## config.mk

```make
export PLATFORM = sky130hd
export DESIGN_NAME = axi_write_slave_mc_flat
export DESIGN_NICKNAME = d
export VERILOG_FILES = /design/src/rtl/axi_write_slave_mc_if.sv /design/src/rtl/axi_write_slave_mc.sv /design/src/flat_wrapper.sv
export SDC_FILE = /design/constraint.sdc
export NUM_CORES = 1
export LEC_CHECK = 0
export BUFFER_PORTS_ARGS = -buffer_cell sky130_fd_sc_hd__buf_2
export CAP_MARGIN = 10
export CORE_AREA = 4 4 97 99
export DETAILED_ROUTE_END_ITERATION = 8
export DIE_AREA = 0 0 101 103
export HOLD_SLACK_MARGIN = 0.15
export SLEW_MARGIN = 20
export SYNTH_ARGS = -nofsm -noshare
export SYNTH_HDL_FRONTEND = slang
export SYNTH_SLANG_ARGS = --single-unit
```

## constraint.sdc

```tcl
create_clock -name clk -period 1.75 [get_ports clk]
set_input_delay 0.175 -clock clk [delete_from_list [all_inputs] [get_ports clk]]
set_output_delay 0.175 -clock clk [all_outputs]
set_load 0.01 [all_outputs]
```

## src/rtl/axi_write_slave_mc_if.sv

```systemverilog
// AXI4 write-channel bundle (AW, W, B) shared by the multi-channel write slave and its masters.
interface axi_write_slave_mc_if #(
  parameter int ADDR_WIDTH = 32,
  parameter int DATA_WIDTH = 32,
  parameter int ID_WIDTH   = 4
);
  logic                    s_axi_awready;
  logic                    s_axi_awvalid;
  logic [ADDR_WIDTH-1:0]   s_axi_awaddr;
  logic [ID_WIDTH-1:0]     s_axi_awid;
  logic [7:0]              s_axi_awlen;
  logic [2:0]              s_axi_awsize;
  logic [1:0]              s_axi_awburst;

  logic                    s_axi_wready;
  logic                    s_axi_wvalid;
  logic [DATA_WIDTH-1:0]   s_axi_wdata;
  logic [DATA_WIDTH/8-1:0] s_axi_wstrb;
  logic                    s_axi_wlast;

  logic                    s_axi_bready;
  logic                    s_axi_bvalid;
  logic [ID_WIDTH-1:0]     s_axi_bid;
  logic [1:0]              s_axi_bresp;

  modport master (
    input  s_axi_awready, s_axi_wready, s_axi_bvalid, s_axi_bid, s_axi_bresp,
    output s_axi_awvalid, s_axi_awaddr, s_axi_awid, s_axi_awlen, s_axi_awsize, s_axi_awburst,
    output s_axi_wvalid, s_axi_wdata, s_axi_wstrb, s_axi_wlast, s_axi_bready
  );

  modport slave (
    output s_axi_awready, s_axi_wready, s_axi_bvalid, s_axi_bid, s_axi_bresp,
    input  s_axi_awvalid, s_axi_awaddr, s_axi_awid, s_axi_awlen, s_axi_awsize, s_axi_awburst,
    input  s_axi_wvalid, s_axi_wdata, s_axi_wstrb, s_axi_wlast, s_axi_bready
  );
endinterface

```

## src/rtl/axi_write_slave_mc.sv

```systemverilog
// AXI4 write slave fanning NUM_CH consecutive word addresses out to NUM_CH ready/valid streams.
// Optional burst-length checking is enabled with `define AXI_WRITE_SLAVE_MC_LEN_CHECK_EN.
module axi_write_slave_mc #(
  parameter int                    ADDR_WIDTH = 32,
  parameter int                    DATA_WIDTH = 32,
  parameter int                    ID_WIDTH   = 4,
  parameter logic [ADDR_WIDTH-1:0] BASE_ADDR  = '0,
  parameter int                    NUM_CH     = 4
) (
  input  logic                           clk,
  input  logic                           reset,
  axi_write_slave_mc_if.slave            s_axi,
  output logic [NUM_CH-1:0]              out_valid,
  input  logic [NUM_CH-1:0]              out_ready,
  output logic [NUM_CH*DATA_WIDTH-1:0]   out_data,
  output logic [NUM_CH*DATA_WIDTH/8-1:0] out_strb
);
  localparam int STRB_W   = DATA_WIDTH / 8;
  localparam int ADDR_LSB = $clog2(STRB_W);
  localparam int CH_W     = (NUM_CH > 1) ? $clog2(NUM_CH) : 1;
  localparam logic [ADDR_WIDTH-1:0] BASE_WORD = BASE_ADDR >> ADDR_LSB;
  localparam logic [ADDR_WIDTH-1:0] NUM_CH_A  = ADDR_WIDTH'(NUM_CH);
  localparam logic [CH_W-1:0]       LAST_CH   = CH_W'(NUM_CH - 1);
  localparam logic [1:0] RESP_OKAY   = 2'b00;
  localparam logic [1:0] RESP_SLVERR = 2'b10;
  localparam logic [1:0] RESP_DECERR = 2'b11;
  localparam logic [1:0] BURST_FIXED = 2'b00;
  localparam logic [1:0] BURST_INCR  = 2'b01;

  typedef enum logic [1:0] {IDLE, DATA, DRAIN, RESP} state_t;

  state_t              state_reg, state_next;
  logic [CH_W-1:0]     ch_reg, ch_next;
  logic                fixed_reg, fixed_next;
  logic [1:0]          resp_reg, resp_next;
  logic [ID_WIDTH-1:0] bid_reg, bid_next;
  logic [7:0]          len_reg, len_next;
`ifdef AXI_WRITE_SLAVE_MC_LEN_CHECK_EN
  logic [8:0]          cnt_reg, cnt_next;
`else
  logic                unused_len;
  assign unused_len = ^len_reg;
`endif

  logic awready_c, wready_c, bvalid_c, fwd_c, w_hs;
  logic [ADDR_WIDTH-1:0] word_addr, ch_off;
  logic addr_ok, size_ok, burst_ok;
  logic [1:0] aw_resp;
  logic [DATA_WIDTH-1:0] wdata_masked;

  // Address decode works on word offsets so the range test never wraps past the base.
  assign word_addr = s_axi.s_axi_awaddr >> ADDR_LSB;
  assign ch_off    = word_addr - BASE_WORD;
  assign addr_ok   = (word_addr >= BASE_WORD) && (ch_off < NUM_CH_A);
  assign size_ok   = s_axi.s_axi_awsize <= 3'(ADDR_LSB);
  assign burst_ok  = (s_axi.s_axi_awburst == BURST_FIXED) || (s_axi.s_axi_awburst == BURST_INCR);
  assign aw_resp   = !addr_ok ? RESP_DECERR :
                     (!size_ok || !burst_ok) ? RESP_SLVERR : RESP_OKAY;

  assign w_hs = s_axi.s_axi_wvalid && wready_c;

  always_comb begin
    state_next = state_reg;
    ch_next    = ch_reg;
    fixed_next = fixed_reg;
    resp_next  = resp_reg;
    bid_next   = bid_reg;
    len_next   = len_reg;
`ifdef AXI_WRITE_SLAVE_MC_LEN_CHECK_EN
    cnt_next   = cnt_reg;
`endif
    awready_c  = 1'b0;
    wready_c   = 1'b0;
    bvalid_c   = 1'b0;
    fwd_c      = 1'b0;
    case (state_reg)
      IDLE: begin
        awready_c = 1'b1;
        if (s_axi.s_axi_awvalid) begin
          bid_next   = s_axi.s_axi_awid;
          len_next   = s_axi.s_axi_awlen;
          fixed_next = (s_axi.s_axi_awburst == BURST_FIXED);
          ch_next    = ch_off[CH_W-1:0];
          resp_next  = aw_resp;
`ifdef AXI_WRITE_SLAVE_MC_LEN_CHECK_EN
          cnt_next   = '0;
`endif
          state_next = (aw_resp == RESP_OKAY) ? DATA : DRAIN;
        end
      end
      DATA: begin
        fwd_c    = 1'b1;
        wready_c = out_ready[ch_reg];
        if (w_hs) begin
          if (s_axi.s_axi_wlast) begin
            state_next = RESP;
          end else if (!fixed_reg && ch_reg == LAST_CH) begin
            // Next INCR beat would land beyond the last channel.
            state_next = DRAIN;
            resp_next  = RESP_SLVERR;
          end else if (!fixed_reg) begin
            ch_next = ch_reg + CH_W'(1);
          end
        end
      end
      DRAIN: begin
        wready_c = 1'b1;
        if (w_hs && s_axi.s_axi_wlast) state_next = RESP;
      end
      RESP: begin
        bvalid_c = 1'b1;
        if (s_axi.s_axi_bready) state_next = IDLE;
      end
      default: state_next = IDLE;
    endcase
`ifdef AXI_WRITE_SLAVE_MC_LEN_CHECK_EN
    // wlast must coincide exactly with beat awlen+1; an overrun without wlast is drained.
    if (w_hs && (state_reg == DATA || state_reg == DRAIN)) begin
      cnt_next = cnt_reg + 9'd1;
      if (s_axi.s_axi_wlast != (cnt_reg == {1'b0, len_reg})) begin
        if (resp_reg != RESP_DECERR) resp_next = RESP_SLVERR;
        if (!s_axi.s_axi_wlast) state_next = DRAIN;
      end
    end
`endif
  end

  always_ff @(posedge clk) begin
    if (!reset) begin
      state_reg <= IDLE;
      ch_reg    <= '0;
      fixed_reg <= 1'b0;
      resp_reg  <= RESP_OKAY;
      bid_reg   <= '0;
      len_reg   <= '0;
`ifdef AXI_WRITE_SLAVE_MC_LEN_CHECK_EN
      cnt_reg   <= '0;
`endif
    end else begin
      state_reg <= state_next;
      ch_reg    <= ch_next;
      fixed_reg <= fixed_next;
      resp_reg  <= resp_next;
      bid_reg   <= bid_next;
      len_reg   <= len_next;
`ifdef AXI_WRITE_SLAVE_MC_LEN_CHECK_EN
      cnt_reg   <= cnt_next;
`endif
    end
  end

  // Handshake outputs are forced low while reset is held, even before the state clears.
  assign s_axi.s_axi_awready = reset && awready_c;
  assign s_axi.s_axi_wready  = reset && wready_c;
  assign s_axi.s_axi_bvalid  = reset && bvalid_c;
  assign s_axi.s_axi_bid     = bid_reg;
  assign s_axi.s_axi_bresp   = resp_reg;

  genvar gi;
  generate
    for (gi = 0; gi < STRB_W; gi++) begin : g_mask
      assign wdata_masked[gi*8 +: 8] = s_axi.s_axi_wstrb[gi] ? s_axi.s_axi_wdata[gi*8 +: 8] : 8'h00;
    end
    for (gi = 0; gi < NUM_CH; gi++) begin : g_ch
      logic sel;
      assign sel = reset && fwd_c && (ch_reg == CH_W'(gi));
      assign out_valid[gi] = sel && s_axi.s_axi_wvalid;
      assign out_data[gi*DATA_WIDTH +: DATA_WIDTH] = sel ? wdata_masked : '0;
      assign out_strb[gi*STRB_W +: STRB_W]         = sel ? s_axi.s_axi_wstrb : '0;
    end
  endgenerate
endmodule
```

## src/flat_wrapper.sv

```systemverilog
// flat-port wrapper written by rule: the top's interface ports become plain ports
module axi_write_slave_mc_flat 
#(
  parameter int                    ADDR_WIDTH = 32,
  parameter int                    DATA_WIDTH = 32,
  parameter int                    ID_WIDTH   = 4,
  parameter logic [ADDR_WIDTH-1:0] BASE_ADDR  = '0,
  parameter int                    NUM_CH     = 4
)
  (clk, reset, out_valid, out_ready, out_data, out_strb, s_axi_s_axi_awready, s_axi_s_axi_wready, s_axi_s_axi_bvalid, s_axi_s_axi_bid, s_axi_s_axi_bresp, s_axi_s_axi_awvalid, s_axi_s_axi_awaddr, s_axi_s_axi_awid, s_axi_s_axi_awlen, s_axi_s_axi_awsize, s_axi_s_axi_awburst, s_axi_s_axi_wvalid, s_axi_s_axi_wdata, s_axi_s_axi_wstrb, s_axi_s_axi_wlast, s_axi_s_axi_bready);
  axi_write_slave_mc_if #(.ADDR_WIDTH(ADDR_WIDTH), .DATA_WIDTH(DATA_WIDTH), .ID_WIDTH(ID_WIDTH)) s_axi_i ();
  input  logic clk;
  input  logic reset;
  output logic [NUM_CH-1:0] out_valid;
  input  logic [NUM_CH-1:0] out_ready;
  output logic [NUM_CH*DATA_WIDTH-1:0] out_data;
  output logic [NUM_CH*DATA_WIDTH/8-1:0] out_strb;
  output wire logic [$bits(s_axi_i.s_axi_awready)-1:0] s_axi_s_axi_awready;
  output wire logic [$bits(s_axi_i.s_axi_wready)-1:0] s_axi_s_axi_wready;
  output wire logic [$bits(s_axi_i.s_axi_bvalid)-1:0] s_axi_s_axi_bvalid;
  output wire logic [$bits(s_axi_i.s_axi_bid)-1:0] s_axi_s_axi_bid;
  output wire logic [$bits(s_axi_i.s_axi_bresp)-1:0] s_axi_s_axi_bresp;
  input wire logic [$bits(s_axi_i.s_axi_awvalid)-1:0] s_axi_s_axi_awvalid;
  input wire logic [$bits(s_axi_i.s_axi_awaddr)-1:0] s_axi_s_axi_awaddr;
  input wire logic [$bits(s_axi_i.s_axi_awid)-1:0] s_axi_s_axi_awid;
  input wire logic [$bits(s_axi_i.s_axi_awlen)-1:0] s_axi_s_axi_awlen;
  input wire logic [$bits(s_axi_i.s_axi_awsize)-1:0] s_axi_s_axi_awsize;
  input wire logic [$bits(s_axi_i.s_axi_awburst)-1:0] s_axi_s_axi_awburst;
  input wire logic [$bits(s_axi_i.s_axi_wvalid)-1:0] s_axi_s_axi_wvalid;
  input wire logic [$bits(s_axi_i.s_axi_wdata)-1:0] s_axi_s_axi_wdata;
  input wire logic [$bits(s_axi_i.s_axi_wstrb)-1:0] s_axi_s_axi_wstrb;
  input wire logic [$bits(s_axi_i.s_axi_wlast)-1:0] s_axi_s_axi_wlast;
  input wire logic [$bits(s_axi_i.s_axi_bready)-1:0] s_axi_s_axi_bready;
  assign s_axi_s_axi_awready = s_axi_i.s_axi_awready;
  assign s_axi_s_axi_wready = s_axi_i.s_axi_wready;
  assign s_axi_s_axi_bvalid = s_axi_i.s_axi_bvalid;
  assign s_axi_s_axi_bid = s_axi_i.s_axi_bid;
  assign s_axi_s_axi_bresp = s_axi_i.s_axi_bresp;
  assign s_axi_i.s_axi_awvalid = s_axi_s_axi_awvalid;
  assign s_axi_i.s_axi_awaddr = s_axi_s_axi_awaddr;
  assign s_axi_i.s_axi_awid = s_axi_s_axi_awid;
  assign s_axi_i.s_axi_awlen = s_axi_s_axi_awlen;
  assign s_axi_i.s_axi_awsize = s_axi_s_axi_awsize;
  assign s_axi_i.s_axi_awburst = s_axi_s_axi_awburst;
  assign s_axi_i.s_axi_wvalid = s_axi_s_axi_wvalid;
  assign s_axi_i.s_axi_wdata = s_axi_s_axi_wdata;
  assign s_axi_i.s_axi_wstrb = s_axi_s_axi_wstrb;
  assign s_axi_i.s_axi_wlast = s_axi_s_axi_wlast;
  assign s_axi_i.s_axi_bready = s_axi_s_axi_bready;
  axi_write_slave_mc #(.ADDR_WIDTH(ADDR_WIDTH), .DATA_WIDTH(DATA_WIDTH), .ID_WIDTH(ID_WIDTH), .BASE_ADDR(BASE_ADDR), .NUM_CH(NUM_CH)) u_core (.clk(clk), .reset(reset), .s_axi(s_axi_i), .out_valid(out_valid), .out_ready(out_ready), .out_data(out_data), .out_strb(out_strb));
endmodule
```

==> results.md, run 1 <==
* Root buf cell: clkbuf_8
* # DRC at 0
* Fin util at 45.4%
* Critical Path Max Stage Delay at 360 ps
* Slew headroom at 69.0%
* Cell Count, Final, Fillers Out at 632
* Max VDD drop at 0.583 mV
* Leakage at 2.58 nW
* Die extent in x at 101 um
* Gr usage total at 15.6%
* RSZ-0062 raised after global routing: yes
* Grt total ovfl at 0
* Clock buffer depth at 2
* Worst-Skew Late Latency at 240 ps
* Die Y at 103 um
* Reg clk slew, reported paths at 50 ps
* Worst path slowest cell: dfxtp_4
* Area growth syn-to-layout at 104%
* Reg2reg path depth at 4
* Startpoint types: flop
* Core Box Area at 8550 um2
* WS Path Type: flop to output port
* Internal power at 996 uW
* HPWL Detailed at 7.26 mm
* Clk_skew at 4.87 ps
* Seq pwr share at 23.7%
* Syn avg cell area at 6.75 um2
* Crit-path cells: inv_4 -> ha_4 -> and3_4 -> clkbuf_16 -> and3_1 -> buf_2
* Mapped Nets at 386
* Largest net degree at the start of global routing at 37
* Initial core utilization at 22.3%
* I/O Buffers at 241
* Mapped Cells at 282
* Final setup vio count at 19
* Antenna diodes at 0
* Global-route wire length before repair at 13.3 mm
* Clock sink count at 11
* Violated checks: setup timing
* Post-layout minimum cycle time at 1780 ps
* Max cap viols at 0
* Pwr dens at 426 nW/um2
* Max reg flops at 4
* DRT Wirelength at 9.90 mm
* Fin crit share at 102%
* Initial drt markers at 104
* Status: finished with violations
* Switching Share at 39.8%
* Max-slew violations at 0
* I/O pin cnt at 252
* Placed Cells at 617
* NetSw at 657 uW
* Highest achievable clock rate at 0.561 GHz
* Mapped cell area at 1900 um2
* Routed length per placed instance at 15.7 um
* Die area at 10400 um2
* Worst Path Arrival at 1610 ps
* Setup slack after layout at -33.9 ps
* GPL Wtd Cong at 0.822
* Required @ worst endpoint at 1570 ps
* Synth cell types at 36
* Clk pwr share at 15.8%
* CP Max Fanout at 9
* Initial antenna violation count at 0
* Sequential fraction of the synthesis area at 11.6%
* Via Count at 3090
* FP Rows at 34
* Final ANT Viol Nets at 0
* Inserted Clock Buffers at 3
* H-Tree Depth at 1
* CTS tree: done
* Register bit count reported by yosys at 11
* Nets at 629
* Hold WC Path Type: input port to flop
* Post-DR vias/cell at 4.89
* Final Hold Viols at 0
* DR pass1 iterations at 4
* Worst Max-Slew Pin Slew at 466 ps
* Crit end category: output port
* Vias in the first global route at 2726
* Syn. warnings at 0
* Combinational fraction of design power at 60.6%
* Layout cells sized above 1 at 59.9%
* Hold Crit Depth at 3
-- routing by layer --
layer | vias to the layer above | global-route usage [%] | share of wire, %
li1 | 1531 | - | -
met1 | 1384 | 18.7 | 39
met2 | 164 | 27.4 | 49
met3 | 11 | 3.32 | 10
met4 | 0 | 5.52 | 1.3
met5 | - | 0 | 0
-- power by group through the flow --
stage | combinational [mW] | clock [mW] | sequential, mW
4_1_cts | 0.814 | 0.266 | 0.379
3_3_place_gp | 0.782 | 0 | 0.366
2_1_floorplan | 0.415 | 0 | 0.376
6_report | 1.00 | 0.261 | 0.391
3_5_place_dp | 0.789 | 0 | 0.368
5_1_grt | 1.10 | 0.276 | 0.404
-- path summary, 6_finish.rpt --
path / end / slack (ps) / startpoint
min reg2reg: u_core.s_axi.s_axi_bid[0]$_SDFFE_PN0P_ / 460 / u_core.s_axi.s_axi_bid[0]$_SDFFE_PN0P_
min: u_core.s_axi.s_axi_bid[0]$_SDFFE_PN0P_ / 180 / s_axi_s_axi_awid[0]
max: out_data[102] / -30 / u_core.state_reg[1]$_SDFFE_PN0P_
max reg2reg: u_core.ch_reg[0]$_SDFFE_PN0P_ / 20 / u_core.ch_reg[0]$_SDFFE_PN0P_
-- placed cells by master, fill, tap and decap left out, drive strengths merged, types with 2 or more instances in the layout --
cell | netlist | final
a211oi | 4 | 4
a21oi | 7 | 7
a31oi | 2 | 2
and2 | 22 | 22
and3 | 133 | 133
and4 | 3 | 3
buf | 2 | 265
clkbuf | 29 | 8
dfxtp | 11 | 11
ha | 9 | 9
inv | 6 | 6
nand2 | 11 | 11
nand2b | 2 | 2
nand3 | 4 | 4
nor2 | 6 | 6
nor2b | 3 | 3
nor3 | 2 | 2
nor4 | 8 | 8
o211ai | 2 | 2
o32ai | 2 | 2
-- final cells by class --
type | instances | area, um2
Clock buffer | 4 | 45.0
Fill cell | 860 | 4670
Timing Repair Buffer | 269 | 1720
Multi-Input combinational cell | 234 | 1730
Tap cell | 108 | 135
Sequential cell | 11 | 233
Inverter | 6 | 25.0
-- cells by family (layout without fill, tap and decap cells) --
group,Yosys count,in the layout,share of synthesized area (%)
simple gates,199,199,63.4
buf+inv,37,279,7.89
compound gates,24,24,9.53
flops,11,11,11.6
fa+ha+maj,9,9,5.92
mux,2,2,1.71
-- through the flow --
stage	instance area [um2]	setup TNS, ps	hold slack, ps	power (mW)	setup slack, ps
4_1_cts	3440	-455	181	1.46	-32.1
5_1_grt	3880	-5780	192	1.78	-94.8
2_1_floorplan	1910	0	323	0.791	27.2
3_3_place_gp	3300	-14.3	432	1.15	-14.3
3_5_place_dp	3300	-48.7	436	1.16	-40.9
6_report	3880	-252	179	1.65	-33.9
-- cell usage after synthesis, drive strengths merged --
master,count,area [um2]
ha,9,113
a2111o,1,11.3
dfxtp,11,220
nand2b,2,12.5
mux4,1,22.5
o311ai,1,8.76
or2,1,6.26
or4,1,7.51
nand4,1,6.26
a21boi,1,7.51
o2111a,1,12.5
o221a,1,11.3
o2111ai,1,8.76
a211oi,4,35.0
and2b,1,8.76
nand2,11,41.3
a21oi,7,35.0
nor3,2,10.0
o32ai,2,17.5
nand3,4,20.0
a31oi,2,12.5
inv,6,22.5
o22ai,1,6.26
and3,133,832
and2,22,138
nor4,8,50.1
and4,3,26.3
nor2b,3,18.8
mux2i,1,10.0
clkbuf,29,109
buf,2,18.8
o211ai,2,15.0
or3,1,6.26
nor2,6,22.5
-- worst max-delay path: cells and delay by family (launching register included) --
kind / cells / cell delay, ps
and+or+nand+nor: 2 / 450
buffers and inverters: 3 / 390
DFF: 1 / 360
adders and majority gates: 1 / 180
-- timing repair --
item	in CTS	in global routing
gates resized for setup	17	62
pin swaps	1	12
cloned	1	4
setup buffers	3	5
hold buffers	0	0
endpoints found under the setup margin	152	150
Power figures use the tool's default switching activity.
==> run 2, diff against run 1 <==
--- a/config.mk
+++ b/config.mk
@@ -5,11 +5,11 @@
 export SDC_FILE = /design/constraint.sdc
 export NUM_CORES = 1
 export LEC_CHECK = 0
-export BUFFER_PORTS_ARGS = -buffer_cell sky130_fd_sc_hd__buf_2
 export CAP_MARGIN = 10
-export CORE_AREA = 4 4 97 99
+export CORE_AREA = 4 4 95 97
 export DETAILED_ROUTE_END_ITERATION = 8
-export DIE_AREA = 0 0 101 103
+export DIE_AREA = 0 0 99 101
+export DONT_BUFFER_PORTS = 1
 export HOLD_SLACK_MARGIN = 0.15
 export SLEW_MARGIN = 20
 export SYNTH_ARGS = -nofsm -noshare
==> run 2 against run 1 <==
The run now ends clean. Flip-flop and latch count stayed put. Die area is 3.9% lower. Combinational power is 36% lower. Largest power group unchanged.
==> results.md, run 2 (synthesis gave the netlist of run 1 again) <==
* Antenna diodes at 0 (unchanged)
* Crit Reg-Reg Startpoint: u_core.ch_reg[0]$_SDFFE_PN0P_
* H-Tree Depth at 1 (unchanged)
* Die area at 10000 um2 (-3.9%)
* Final non-filler cell area at 2280 um2 (-41%)
* WS Path Type: flop to flop
* Crit end category: flop
* Met3 usage at 2.98% (-0.34 points)
* Startpoint types: flop
* Max reg flops at 4 (unchanged)
* Post-Place Setup Slack at -31.9 ps (+9.04 ps)
* HPWL Detailed at 6.09 mm (-16%)
* Clock buffer depth at 2 (unchanged)
* Area growth syn-to-layout at 19.7%
* Met2 Resource Use GR at 24.9% (-2.5 points)
* Max cap viols at 0 (unchanged)
* Post-layout minimum cycle time at 1720 ps (-64.4 ps)
* Placed cell area at 2040 um2 (-38%)
* RSZ-0062 raised after global routing: yes
* Max-slew violations at 0 (unchanged)
* I/O Buffers at 0 (-100%)
* NetSw at 499 uW (-24%)
* Worst path slowest cell: a2111o_1
* Grt met1 use at 15.0% (-3.7 points)
* Global-route wire length before repair at 10.7 mm (-20%)
* Hold WC Path Type: input port to flop
* Largest net degree at the start of global routing at 38 (+2.7%)
* Final hold slack at 167 ps (-12.5 ps)
* Grt total ovfl at 0 (unchanged)
* Reg clk slew, reported paths at 50 ps (about the same)
* Final setup TNS at 0 ps (+252 ps)
* Leakage at 1.30 nW (-50%)
* Final ANT Viol Nets at 0 (unchanged)
* Fin crit share at 98.3% (-3.7 points)
* Routed length per placed instance at 21.2 um (+35%)
* Most frequent cells in the layout: and3_1 (126), and2_1 (22), nand2_1 (11)
* Worst Max-Slew Pin Slew at 486 ps (+20.1 ps)
* DR pass1 iterations at 4 (unchanged)
* I/O pin cnt at 252 (unchanged)
* GPL Wtd Cong at 0.827 (+0.57%)
* DRT Wirelength at 8.13 mm (-18%)
* CP Max Fanout at 5 (-4)
* Crit-path cells: mux4_2 -> buf_6 -> o211ai_1 -> a2111o_1 -> o32ai_1
* Origin of the worst min-delay path: s_axi_s_axi_awburst[0]
* Pwr dens at 570 nW/um2 (+34%)
* # DRC at 0 (unchanged)
* Slew headroom at 67.2% (-1.8 points)
* Setup slack after layout at 30.5 ps (+64.4 ps)
* Combinational fraction of design power at 49.3% (-11 points)
* Root buf cell: clkbuf_8
* Final Hold Viols at 0 (unchanged)
* CP Launch Point: u_core.ch_reg[0]$_SDFFE_PN0P_
* Initial antenna violation count at 0 (unchanged)
* Clock sink count at 11 (unchanged)
* Die extent in x at 99 um (-2.0%)
* Gr usage total at 13.1% (-2.5 points)
* Required @ worst endpoint at 1890 ps (+320 ps)
* Core Box Area at 8130 um2 (-4.9%)
* Critical Path Max Stage Delay at 400 ps (+40 ps)
* Final setup vio count at 0 (-19)
* Fill cells at 872 (+1.4%)
* Internal power at 799 uW (-20%)
* CTS tree: done
* Worst-Skew Late Latency at 240 ps (about the same)
* Fin util at 28.0% (-17 points)
* Worst Path Arrival at 1860 ps (+250 ps)
* Highest achievable clock rate at 0.582 GHz (+3.7%)
* Grt peak-use layer: met2
* Status: complete, no violations
* Post-DR vias/cell at 5.86 (+20%)
* Clk_skew at 0.952 ps (-3.91 ps)
* Seq pwr share at 30.6% (+6.9 points)
* Vias in the first global route at 1982 (-27%)
* Clk pwr share at 20.1% (+4.3 points)
* Inserted Clock Buffers at 3 (unchanged)
* Initial core utilization at 23.4% (+1.1 points)
* Most common cell after layout, fill and taps aside: and3_1
* Nets at 384 (-39%)
* Die Y at 101 um (-1.9%)
* Max VDD drop at 0.803 mV (+38%)
* FP Rows at 33 (-2.9%)
* Switching Share at 38.5% (-1.3 points)
* Via Count at 2250 (-27%)
* Layout cells sized above 1 at 14.3% (-46 points)
* Initial drt markers at 142 (+37%)
run 2: changes by cell type in the layout (fill, tap and decap cells not counted), sizes merged:
cell / before / now
clkbuf: 8 / 5
dlygate4sd3: 0 / 9
buf: 265 / 14
run 2: routing by layer:
layer | part of all wire (%) | vias to the layer above
met5 | 0 | -
met4 | 0.53 | 0
met3 | 11 | 4
met2 | 52 | 158
met1 | 36 | 1063
li1 | - | 1025
run 2: cell type report:
class	instances	area (um2)	area share [%]
multi-input cells	234	1580	69.3
clock buffers	4	45.0	1.98
well taps	105	131	5.77
repair buffers	24	273	12.0
inverters	6	22.5	0.988
flip-flops and latches	11	228	9.99
run 2: per-stage QoR:
step,cells,power [mW]
2_1_floorplan,282,0.791
3_3_place_gp,369,0.935
3_5_place_dp,369,0.953
4_1_cts,383,1.26
5_1_grt,384,1.40
6_report,384,1.30
run 2: path summary, 6_finish.rpt:
check | depth (start not counted) | slack, ps | end
max reg2reg | 5 | 30 | u_core.state_reg[1]$_SDFFE_PN0P_
max | 5 | 30 | u_core.state_reg[1]$_SDFFE_PN0P_
min reg2reg | 2 | 510 | u_core.state_reg[1]$_SDFFE_PN0P_
min | 3 | 170 | u_core.fixed_reg$_SDFFE_PN0P_
run 2: power groups by stage:
stage	clock (mW)	sequential [mW]	combinational, mW
floorplan	0	0.376	0.415
global placement	0	0.386	0.548
detailed placement	0	0.389	0.564
CTS	0.262	0.389	0.606
global route	0.273	0.407	0.720
finish	0.261	0.397	0.640
run 2: worst max-delay path, delay by kind of cell (launching register included):
| family | cells | cell delay, ps |
|---|---|---|
| flops | 1 | 360 |
| mux | 1 | 380 |
| buf+inv | 1 | 110 |
| compound gates | 3 | 770 |
run 2: what timing repair did:
action / CTS / global route
setup endpoints to repair: 153 / 129
hold endpoints to repair: 9 / 0
pin swaps: 1 / 0
hold buffers: 9 / 0
resized for setup: 8 / 16
setup buffers: 1 / 0
cloned: 0 / 1
==> run 3, diff against run 2 <==
--- a/config.mk
+++ b/config.mk
@@ -5,12 +5,15 @@
 export SDC_FILE = /design/constraint.sdc
 export NUM_CORES = 1
 export LEC_CHECK = 0
+export ABC_AREA = 1
 export CAP_MARGIN = 10
 export CORE_AREA = 4 4 95 97
 export DETAILED_ROUTE_END_ITERATION = 8
 export DIE_AREA = 0 0 99 101
 export DONT_BUFFER_PORTS = 1
+export GPL_TIMING_DRIVEN = 0
 export HOLD_SLACK_MARGIN = 0.15
+export PLACE_DENSITY_LB_ADDON = 0.3
 export SLEW_MARGIN = 20
 export SYNTH_ARGS = -nofsm -noshare
 export SYNTH_HDL_FRONTEND = slang
==> run 3 against run 2 <==
The run now ends with setup timing left. Flip-flop and latch count unchanged. Sequential share of layout area decreased by 2.7 points. Critical path depth increased by 3. Wire length increased by 6.3%. Global-route usage increased by 1.2 points. Sequential power increased by 28%. Largest cell class unchanged. Largest power group unchanged.
==> results.md, run 3 <==
* Fin crit share at 104% (+6.1 points)
* Area growth syn-to-layout at 90.7%
* Post-DR vias/cell at 4.70 (-20%)
* Clock buffer depth at 2 (unchanged)
* Mapped Cells at 350 (+24%)
* Root buf cell: clkbuf_8
* Clk_skew at 0.602 ps (-0.350 ps)
* Leakage at 1.20 nW (-7.8%)
* Final setup vio count at 89 (+89)
* Final Hold Viols at 0 (unchanged)
* Global-route wire length before repair at 11.6 mm (+8.5%)
* Max reg flops at 4 (unchanged)
* Sequential fraction of the synthesis area at 13.2% (+1.6 points)
* Power Total at 2.44 mW (+88%)
* Cell Count, Final, Fillers Out at 487 (+27%)
* Max cap viols at 0 (unchanged)
* Origin of the worst min-delay path: s_axi_s_axi_awburst[0]
* Grt met1 use at 15.8% (+0.78 points)
* Syn avg cell area at 4.78 um2 (-29%)
* Initial drt markers at 47 (-67%)
* Setup slack after layout at -76.5 ps (-107 ps)
* DRT Wirelength at 8.64 mm (+6.3%)
* Gr usage total at 14.3% (+1.2 points)
* Mapped cell area at 1670 um2 (-12%)
* Most common cell after layout, fill and taps aside: nor2_4
* Cell with the most instances after synthesis: nor2_1
* Worst Path Arrival at 1650 ps (-210 ps)
* RSZ-0062 raised after global routing: yes
* Die area at 10000 um2 (unchanged)
* Final setup TNS at -3250 ps (-3250 ps)
* Routed length per placed instance at 17.7 um (-16%)
* Area leader, netlist: nor2_1
* CTS tree: done
* Startpoint types: flop
* Clock sink count at 11 (unchanged)
* Syn. warnings at 0 (unchanged)
* Die Y at 101 um (unchanged)
* DR pass1 iterations at 4 (unchanged)
* Nets at 487 (+27%)
* Initial core utilization at 20.6% (-2.8 points)
* Async set-reset flop share out of synthesis at 0% (unchanged)
* HPWL Detailed at 6.31 mm (+3.7%)
* Antenna diodes at 0 (unchanged)
* Fill cells at 809 (-7.2%)
* Placed cell area at 1800 um2 (-12%)
* Largest net degree at the start of global routing at 11 (-71%)
* Violated checks: setup timing
* Die extent in x at 99 um (unchanged)
* Max-slew violations at 0 (unchanged)
* I/O Buffers at 0 (unchanged)
* Vias in the first global route at 2080 (+4.9%)
* Highest achievable clock rate at 0.547 GHz (-5.9%)
* Initial antenna violation count at 0 (unchanged)
* FP Rows at 33 (unchanged)
* Top cell type's share of synthesized area at 41.8% (-2.0 points)
* Final ANT Viol Nets at 0 (unchanged)
* Most frequent cells in the layout: nor2_4 (100), inv_1 (53), nor2_2 (44)
* Worst Max-Slew Pin Slew at 369 ps (-117 ps)
* Status: finished with violations
* Reg clk slew, reported paths at 50 ps (about the same)
* Ys flop type: dfxtp_1
* CP Launch Point: u_core.state_reg[1]$_SDFFE_PN0P_
* Required @ worst endpoint at 1570 ps (-320 ps)
* Inserted Clock Buffers at 3 (unchanged)
* CP Max Fanout at 8 (+3)
* Post-synth top cells: nor2_1 (186), inv_1 (72), nand2_1 (36), dfxtp_1 (11), o21ai_0 (11)
* Met3 usage at 2.91% (-0.069 points)
* Met2 Resource Use GR at 27.4% (+2.5 points)
* GPL Wtd Cong at 0.808 (-2.3%)
* Register bit count reported by yosys at 11 (unchanged)
* Crit Reg-Reg Startpoint: u_core.state_reg[1]$_SDFFE_PN0P_
* Crit end category: output port
* Pwr dens at 765 nW/um2 (+34%)
* H-Tree Depth at 1 (unchanged)
* Synth cell types at 18 (-50%)
* Slew headroom at 75.4% (+8.2 points)
* Post-layout minimum cycle time at 1830 ps (+107 ps)
* WS Path Type: flop to output port
* Hold WC Path Type: input port to flop
* Grt total ovfl at 0 (unchanged)
* Grt peak-use layer: met2
* Layout cells sized above 1 at 56.3% (+42 points)
* Via Count at 2288 (+1.7%)
* Post-synth EDFFs at 0 (unchanged)
* Final non-filler cell area at 3190 um2 (+40%)
* Placed Cells at 455 (+23%)
* Main area contributors after synthesis: nor2_1 (42%), inv_1 (16%), dfxtp_1 (13%), nand2_1 (8.1%), ha_1 (6.7%)
* Worst-Skew Late Latency at 240 ps (about the same)
* Max VDD drop at 0.558 mV (-30%)
* I/O pin cnt at 252 (unchanged)
* Mapped Nets at 454 (+18%)
* # DRC at 0 (unchanged)
* Core Box Area at 8130 um2 (unchanged)
==> run 3: cell types whose count changed in the layout (fill, tap and decap cells not counted), sizes merged, moves of 11 or more <==
| cell | delta |
|---|---|
| inv | +62 |
| nor2 | +180 |
| and3 | -133 |
| and2 | -22 |
| buf | +13 |
| nand2 | +27 |
| o21ai | +11 |
==> run 3: area by class of cell <==
class                      instances  area [um2]  share of cell area [%]
clock buffer                       4        45.0                    1.41
timing repair buffer              29         307                    9.62
inverter                          73         333                    10.4
tap                              105         131                    4.12
sequential                        11         233                    7.30
multi-input combinational        263        2120                    66.6
buffer                             2        16.3                   0.510
==> run 3: metrics by stage <==
step | utilization (%) | setup WS (ps) | hold slack, ps
final | 39.2 | -76.5 | 189
after global routing | 39.2 | -154 | 186
after CTS | 33.9 | -143 | 181
after detailed placement | 22.2 | -427 | 352
after global placement | 22.2 | -437 | 349
after floorplan | - | 165 | 339
==> run 3: cells by family (layout without fill, tap and decap cells) <==
family / Yosys count / after routing / synth area share [%]
compound gates: 17 / 17 / 6.59
simple gates: 237 / 237 / 55.5
flops: 11 / 11 / 13.2
fa+ha+maj: 9 / 9 / 6.74
buf+inv: 76 / 108 / 18.0
==> run 3: final timing paths <==
check / end / slack [ps] / cells after the start
max: out_data[115] / -80 / 8
max reg2reg: u_core.ch_reg[1]$_SDFFE_PN0P_ / 120 / 11
min: u_core.fixed_reg$_SDFFE_PN0P_ / 190 / 2
min reg2reg: u_core.s_axi.s_axi_bresp[1]$_SDFFE_PN0P_ / 500 / 2
==> run 3: critical path, stage by stage, from the launching register on <==
cell,delay (ps)
dfxtp_2,320
inv_2,70
ha_4,170
buf_12,120
nand3_4,100
buf_4,170
nor2_4,190
inv_6,120
nor2_4,150
==> run 3: routing by layer <==
layer	share of wire, %	vias up
li1	-	1094
met1	32	1036
met2	56	145
met3	9.1	13
met4	2.1	0
met5	0	-
==> run 3: what timing repair did <==
action / in CTS / in global routing
pin swaps: 10 / 13
hold buffers: 4 / 0
setup endpoints to repair: 148 / 133
endpoints found under the hold margin: 4 / 0
buffers inserted: 13 / 12
gates resized for setup: 226 / 81
==> run 3: power breakdown <==
group | switching, mW | internal [mW] | leakage [nW]
Clock | 0.0986 | 0.160 | 0.0228
Combinational | 0.999 | 0.674 | 1.08
Sequential | 0.140 | 0.367 | 0.0933
Total | 1.24 | 1.20 | 1.20
